## src/rtl/jt8255_pkg.sv

```systemverilog
`default_nettype none
// ============================================================================
// Module   : jt8255_pkg
// Brief    : Shared encodings for the jt8255 PPI and its peripheral-side peer.
// Revision : 1.0 - initial release
// ============================================================================
package jt8255_pkg;

    typedef enum logic [2:0] {
        TX_IDLE    = 3'd0,
        TX_SETUP   = 3'd1,
        TX_STROBE  = 3'd2,
        TX_WAIT_HI = 3'd3,
        TX_WAIT_LO = 3'd4
    } tx_state_t;

    typedef enum logic [1:0] {
        RX_IDLE    = 2'd0,
        RX_ACK     = 2'd1,
        RX_RELEASE = 2'd2
    } rx_state_t;

    // Port C bit positions of the mode 1/2 handshake lines
    localparam int PC_STBA = 4;
    localparam int PC_IBFA = 5;
    localparam int PC_ACKA = 6;
    localparam int PC_OBFA = 7;
    localparam int PC_STBB = 2;
    localparam int PC_ACKB = 2;
    localparam int PC_IBFB = 1;
    localparam int PC_OBFB = 1;

    function automatic int max3(input int a, input int b, input int c);
        int m;
        m = (a > b) ? a : b;
        return (m > c) ? m : c;
    endfunction

endpackage
`default_nettype wire

```

## src/rtl/jt8255_peer_if.sv

```systemverilog
`default_nettype none
// ============================================================================
// Module   : jt8255_peer_if
// Brief    : Pin-level strobed handshake bundle between an 8255 port and a peer.
// Revision : 1.0 - initial release
// ============================================================================
interface jt8255_peer_if;
    logic [7:0] pio_din;
    logic [7:0] pio_dout;
    logic       stb_n;
    logic       ibf;
    logic       obf_n;
    logic       ack_n;

    modport master (
        input  pio_din, ibf, obf_n,
        output pio_dout, stb_n, ack_n
    );

    modport slave (
        input  pio_dout, stb_n, ack_n,
        output pio_din, ibf, obf_n
    );
endinterface
`default_nettype wire

```

## src/rtl/jt8255_peer_fifo.sv

```systemverilog
`default_nettype none
// ============================================================================
// Module   : jt8255_peer_fifo
// Brief    : Small synchronous RX FIFO, built only with JT8255_PEER_FIFO_EN.
// Revision : 1.0 - initial release
// ============================================================================
`ifdef JT8255_PEER_FIFO_EN
module jt8255_peer_fifo #(
    parameter int AW = 2,
    parameter int W  = 8
) (
    input  wire logic          clk,
    input  wire logic          rst,
    input  wire logic          push,
    input  wire logic [W-1:0]  din,
    input  wire logic          pop,
    output logic      [W-1:0]  dout,
    output logic               full,
    output logic               empty,
    output logic      [AW:0]   count
);
    localparam int DEPTH = 1 << AW;

    logic [W-1:0]  mem [DEPTH];
    logic [AW-1:0] wr_ptr;
    logic [AW-1:0] rd_ptr;
    logic          do_push;
    logic          do_pop;

    assign do_push = push && !full;
    assign do_pop  = pop && !empty;
    assign full    = (count == (AW+1)'(DEPTH));
    assign empty   = (count == '0);
    assign dout    = mem[rd_ptr];

    always_ff @(posedge clk or posedge rst) begin
        if (rst) begin
            wr_ptr <= '0;
            rd_ptr <= '0;
            count  <= '0;
            for (int i = 0; i < DEPTH; i++) mem[i] <= '0;
        end else begin
            if (do_push) begin
                mem[wr_ptr] <= din;
                wr_ptr      <= wr_ptr + 1'b1;
            end
            if (do_pop) rd_ptr <= rd_ptr + 1'b1;
            case ({do_push, do_pop})
                2'b10:   count <= count + 1'b1;
                2'b01:   count <= count - 1'b1;
                default: count <= count;
            endcase
        end
    end
endmodule
`endif
`default_nettype wire

```

## src/rtl/jt8255_peer.sv

```systemverilog
`default_nettype none
// ============================================================================
// Module   : jt8255_peer
// Brief    : Peripheral-side peer for jt8255 mode 1/2 strobed ports (TX + RX).
//            Define JT8255_PEER_FIFO_EN for a 2**FIFO_AW deep RX FIFO.
// Revision : 1.0 - initial release
// ============================================================================
module jt8255_peer
    import jt8255_pkg::*;
#(
    parameter int SETUP   = 2,
    parameter int STB_W   = 4,
    parameter int ACK_W   = 4,
    parameter int FIFO_AW = 2
) (
    input  wire logic       clk,
    input  wire logic       rst,
    input  wire logic [7:0] tx_data,
    input  wire logic       tx_valid,
    output logic            tx_ready,
    output logic      [7:0] rx_data,
    output logic            rx_valid,
    input  wire logic       rx_ready,
    jt8255_peer_if.master   pio
);
    localparam int CW = $clog2(max3(SETUP, STB_W, ACK_W)) + 1;

    if (SETUP < 1 || STB_W < 2 || ACK_W < 2 || FIFO_AW < 1) begin : g_bad_param
        $error("jt8255_peer: parameter out of range");
    end

    tx_state_t     tx_state;
    rx_state_t     rx_state;
    logic [CW-1:0] tx_cnt;
    logic [CW-1:0] rx_cnt;
    logic          stb_n;
    logic          ack_n;
    logic [7:0]    pio_dout;
    logic          rx_push;
    logic          rx_pop;
    logic          rx_full;

    assign pio.stb_n    = stb_n;
    assign pio.ack_n    = ack_n;
    assign pio.pio_dout = pio_dout;

    assign tx_ready = (tx_state == TX_IDLE) && !pio.ibf;
    assign rx_push  = (rx_state == RX_IDLE) && !pio.obf_n && !rx_full;
    assign rx_pop   = rx_valid && rx_ready;

    // pio_dout stays on the pins through WAIT_LO because the 8255 reads them live
    always_ff @(posedge clk or posedge rst) begin
        if (rst) begin
            tx_state <= TX_IDLE;
            tx_cnt   <= '0;
            stb_n    <= 1'b1;
            pio_dout <= 8'hff;
        end else begin
            case (tx_state)
                TX_IDLE: begin
                    if (tx_valid && !pio.ibf) begin
                        pio_dout <= tx_data;
                        tx_cnt   <= CW'(SETUP - 1);
                        tx_state <= TX_SETUP;
                    end
                end
                TX_SETUP: begin
                    if (tx_cnt == '0) begin
                        stb_n    <= 1'b0;
                        tx_cnt   <= CW'(STB_W - 1);
                        tx_state <= TX_STROBE;
                    end else begin
                        tx_cnt <= tx_cnt - 1'b1;
                    end
                end
                TX_STROBE: begin
                    if (tx_cnt == '0) begin
                        stb_n    <= 1'b1;
                        tx_state <= TX_WAIT_HI;
                    end else begin
                        tx_cnt <= tx_cnt - 1'b1;
                    end
                end
                TX_WAIT_HI: if (pio.ibf)  tx_state <= TX_WAIT_LO;
                TX_WAIT_LO: if (!pio.ibf) tx_state <= TX_IDLE;
                default:    tx_state <= TX_IDLE;
            endcase
        end
    end

    always_ff @(posedge clk or posedge rst) begin
        if (rst) begin
            rx_state <= RX_IDLE;
            rx_cnt   <= '0;
            ack_n    <= 1'b1;
        end else begin
            case (rx_state)
                RX_IDLE: begin
                    if (rx_push) begin
                        ack_n    <= 1'b0;
                        rx_cnt   <= CW'(ACK_W - 1);
                        rx_state <= RX_ACK;
                    end
                end
                RX_ACK: begin
                    if (rx_cnt == '0) begin
                        ack_n    <= 1'b1;
                        rx_state <= RX_RELEASE;
                    end else begin
                        rx_cnt <= rx_cnt - 1'b1;
                    end
                end
                RX_RELEASE: if (pio.obf_n) rx_state <= RX_IDLE;
                default:    rx_state <= RX_IDLE;
            endcase
        end
    end

`ifdef JT8255_PEER_FIFO_EN
    logic             fifo_full;
    logic             fifo_empty;
    logic [FIFO_AW:0] fifo_count;

    jt8255_peer_fifo #(
        .AW (FIFO_AW),
        .W  (8)
    ) u_fifo (
        .clk   (clk),
        .rst   (rst),
        .push  (rx_push),
        .din   (pio.pio_din),
        .pop   (rx_pop),
        .dout  (rx_data),
        .full  (fifo_full),
        .empty (fifo_empty),
        .count (fifo_count)
    );

    assign rx_full  = fifo_full;
    assign rx_valid = !fifo_empty;
`else
    // Single holding register: a byte waiting here blocks the next ACK#
    always_ff @(posedge clk or posedge rst) begin
        if (rst) begin
            rx_data  <= 8'h00;
            rx_valid <= 1'b0;
        end else if (rx_push) begin
            rx_data  <= pio.pio_din;
            rx_valid <= 1'b1;
        end else if (rx_pop) begin
            rx_valid <= 1'b0;
        end
    end

    assign rx_full = rx_valid;
`endif

endmodule
`default_nettype wire

```

## src/flat_wrapper.sv

```systemverilog
// flat-port wrapper written by rule: the top's interface ports become plain ports
module jt8255_peer_flat import jt8255_pkg::*;
#(
    parameter int SETUP   = 2,
    parameter int STB_W   = 4,
    parameter int ACK_W   = 4,
    parameter int FIFO_AW = 2
)
  (clk, rst, tx_data, tx_valid, tx_ready, rx_data, rx_valid, rx_ready, pio_pio_din, pio_ibf, pio_obf_n, pio_pio_dout, pio_stb_n, pio_ack_n);
  jt8255_peer_if pio_i ();
  input  wire logic clk;
  input  wire logic rst;
  input  wire logic [7:0] tx_data;
  input  wire logic tx_valid;
  output logic tx_ready;
  output logic      [7:0] rx_data;
  output logic rx_valid;
  input  wire logic rx_ready;
  input wire logic [$bits(pio_i.pio_din)-1:0] pio_pio_din;
  input wire logic [$bits(pio_i.ibf)-1:0] pio_ibf;
  input wire logic [$bits(pio_i.obf_n)-1:0] pio_obf_n;
  output wire logic [$bits(pio_i.pio_dout)-1:0] pio_pio_dout;
  output wire logic [$bits(pio_i.stb_n)-1:0] pio_stb_n;
  output wire logic [$bits(pio_i.ack_n)-1:0] pio_ack_n;
  assign pio_i.pio_din = pio_pio_din;
  assign pio_i.ibf = pio_ibf;
  assign pio_i.obf_n = pio_obf_n;
  assign pio_pio_dout = pio_i.pio_dout;
  assign pio_stb_n = pio_i.stb_n;
  assign pio_ack_n = pio_i.ack_n;
  jt8255_peer #(.SETUP(SETUP), .STB_W(STB_W), .ACK_W(ACK_W), .FIFO_AW(FIFO_AW)) u_core (.clk(clk), .rst(rst), .tx_data(tx_data), .tx_valid(tx_valid), .tx_ready(tx_ready), .rx_data(rx_data), .rx_valid(rx_valid), .rx_ready(rx_ready), .pio(pio_i));
endmodule
```

## config.mk

```make
export PLATFORM = sky130hd
export DESIGN_NAME = jt8255_peer_flat
export DESIGN_NICKNAME = d
export VERILOG_FILES = /design/src/rtl/jt8255_pkg.sv /design/src/rtl/jt8255_peer_if.sv /design/src/rtl/jt8255_peer_fifo.sv /design/src/rtl/jt8255_peer.sv /design/src/flat_wrapper.sv
export SDC_FILE = /design/constraint.sdc
export NUM_CORES = 1
export LEC_CHECK = 0
export CORE_UTILIZATION = 50
export CTS_CLUSTER_SIZE = 40
export DETAILED_ROUTE_END_ITERATION = 7
export GPL_TIMING_DRIVEN = 0
export PLACE_DENSITY = 0.89
export SLEW_MARGIN = 20
export SYNTH_ARGS = -nofsm -noshare
export SYNTH_HDL_FRONTEND = slang
export SYNTH_SLANG_ARGS = --single-unit
```

## constraint.sdc

```tcl
create_clock -name clk -period 2.3 [get_ports clk]
set_clock_uncertainty 0.1 [all_clocks]
set_input_delay 0.46 -clock clk [delete_from_list [all_inputs] [get_ports clk]]
set_output_delay 0.46 -clock clk [all_outputs]
set_load 0.005 [all_outputs]
```

==> results.toml <==
[timing]
worst_slew_pin_slew_ps = 595
drv_slew = 0
setup_tns_ps = 0
max_freq_mhz = 449
grt_setup_unrepaired = "false"
finalCritPeriodShare = 0.968
fin_crit_ps = 2230
timing.slew.headroom = 0.603
finalSetupViolCount = 0
final_hold_viol_count = 0

[yosys]
yosysSeqAreaShare = 0.545
yosys_warnings = 0
synth_nets = 146
netlist_area_um2 = 1400
ys_seq_elements = 30
syn_inst = 120
syn_avg_cell_area_um2 = 11.7
synth_ff_type = "dfrtp_1"
synth-async-reset-ratio = 1.00
yosysMostFrequentCell = "dfrtp_1"
yosys-top-cells-count = "dfrtp_1 (20), mux2_2 (16), dfstp_2 (10)"
yosys.area.top_type = "dfrtp_1"
ys_top_cells_by_area = "dfrtp_1 (36%), dfstp_2 (19%), mux2_2 (13%), ha_1 (3.6%), o21ai_0 (3.2%)"
synth_top_area_share = 0.357
synth_edf_count = 0
yosys.cell_types.count = 31

[power]
power_mw = 2.56
irDropWorstVdd_uv = 984
power_density_nw_per_um2 = 1340
p_leak_nw = 0.849

[final_layout]
nets = 194
area_growth_pct = 36.2
post-route-util = 0.743
antennaDiodeCount = 0
drive_gt1_frac = 0.237

[run]
cap_violations = 0

[drt]
ant_nets = 0
first_pass_iters = 4
drt_iter0_drc = 14
wl_per_cell_um = 14.3
vias = 1074
wirelength_um = 2850
drc = 0
via_per_inst = 5.40

[grt]
grt_pass1_wl_um = 4650
grtUsageTotal = 0.230
grt_remaining_overflow = 0
grt_pass1_vias = 1106
grt_max_degree = 31
antenna_found_initial = 0

[cts]
cts_sinks = 30
clkLatencyLatePin_ps = 310
cts_hold_buffers = 0
cts_resized = 1
numCtsBuffers = 5
h-tree-depth = 2
cts_tree = "yes"
clockBufferDepth = 2
cts-root-buf = "clkbuf_4"
cts_setup_buffers = 0
clkTransAtPathRegs_ps = 100

[setup_path]
path_max_fanout = 5
reg2reg_slack_ps = 590
critical_path.top_delay_family = "buffers and inverters"
slowest_delay_ps = 510
crit_type = "in -> out"
cp.arrival_ps = 1670
slowest_stage = "clkdlybuf4s50_1"
worst-path-buf-inv = 2
critical_path_required_ps = 1740
cp_cell_sequence = "clkdlybuf4s50_1, nor4_4, dlygate4sd2_1"
startpoint_type = "primary input"
cp-end-kind = "primary output"

[die]
fp.dieW_um = 54.9
dieArea_um2 = 3020
num_rows = 18
die-height_um = 54.9
ios = 42
initial_core_util = 0.546
coreArea_um2 = 2570

[placed_design]
place_congestion = 0.848
dpl.hpwl_um = 2160
io_buffers = 41

[worst_hold_path]
min_path_type = "reg -> reg"

[outcome]
status = "finished clean"
area by class of cell:
class                   instances  area, um^2
flip-flops and latches         30         763
fillers                       186         659
multi-input cells              77         571
repair buffers                 41         409
clock buffers                   7        55.1
well taps                      30        37.5
plain buffers                   4        33.8
inverters                       9        33.8
clock inverters                 1        5.00
power breakdown:
| part | internal [mW] | total, mW | switching [mW] | leakage [nW] |
|---|---|---|---|---|
| Combinational | 0.715 | 1.24 | 0.526 | 0.467 |
| Sequential | 0.847 | 0.994 | 0.147 | 0.347 |
| Clock | 0.148 | 0.322 | 0.174 | 0.0353 |
| Total | 1.71 | 2.56 | 0.847 | 0.849 |
cells by family after synthesis:
logic type	count (synthesis)	share of synthesized area
fa+ha+maj	4	0.0357
xor+xnor	1	0.00625
compound gates	28	0.121
buf+inv	13	0.0482
mux	16	0.129
simple gates	28	0.115
flops	30	0.545
state kept, by name, indices dropped and copies added, names as in the netlist:
| register | flops |
|---|---|
| u_core.pio.stb_n | 1 |
| u_core.rx_state | 2 |
| u_core.rx_data | 8 |
| u_core.tx_cnt | 3 |
| u_core.pio.pio_dout | 8 |
| u_core.pio.ack_n | 1 |
| u_core.rx_cnt | 3 |
| u_core.tx_state | 3 |
| u_core.rx_valid | 1 |
worst min-delay path: stages, from the launching register on:
cell and delay, ps:
dfstp_2 380, inv_1 40, o21ai_0 70
path summary, 6_finish.rpt:
kind                                     end  cells after the start              from
max                                 tx_ready                      3           pio_ibf
min                         u_core.pio.ack_n                      2  u_core.pio.ack_n
max reg2reg                 u_core.tx_cnt[2]                      6  u_core.tx_cnt[0]
min reg2reg                 u_core.pio.ack_n                      2  u_core.pio.ack_n
max in group asynchronous  u_core.rx_data[7]                      2               rst
min in group asynchronous  u_core.rx_data[4]                      2               rst
layout by cell type, fill, tap and decap left out, types with 2 or more instances in the layout:
master	Yosys	routed
o21ai_0	9	9
clkbuf_4	0	5
inv_1	9	8
nand2b_1	3	3
o31ai_1	2	2
clkdlybuf4s50_1	0	40
nand2_1	7	7
a31oi_1	2	2
nor2_1	7	7
a21oi_1	8	8
dfrtp_1	20	20
dfstp_2	10	10
buf_4	3	3
ha_1	4	4
and3_1	2	2
a21o_1	2	2
mux2_2	16	16
metrics by stage:
stage | hold slack [ps] | setup WS, ps | instances | instance area (um^2)
final | 390 | 74.2 | 199 | 1910
after global placement | 374 | -6.26 | 191 | 1850
after global routing | 423 | 49.2 | 199 | 1910
after CTS | 397 | 76.1 | 199 | 1910
after floorplan | 357 | 764 | 120 | 1400
after detailed placement | 382 | -72.9 | 191 | 1850
layer usage:
layer,up-vias,routed length (um),track usage
met2,31,1530,0.396
met3,7,152,0.0929
li1,512,-,-
met5,-,0,0
met4,0,54,0.104
met1,524,1120,0.245
Note: power is estimated with default switching activity, not from simulation.
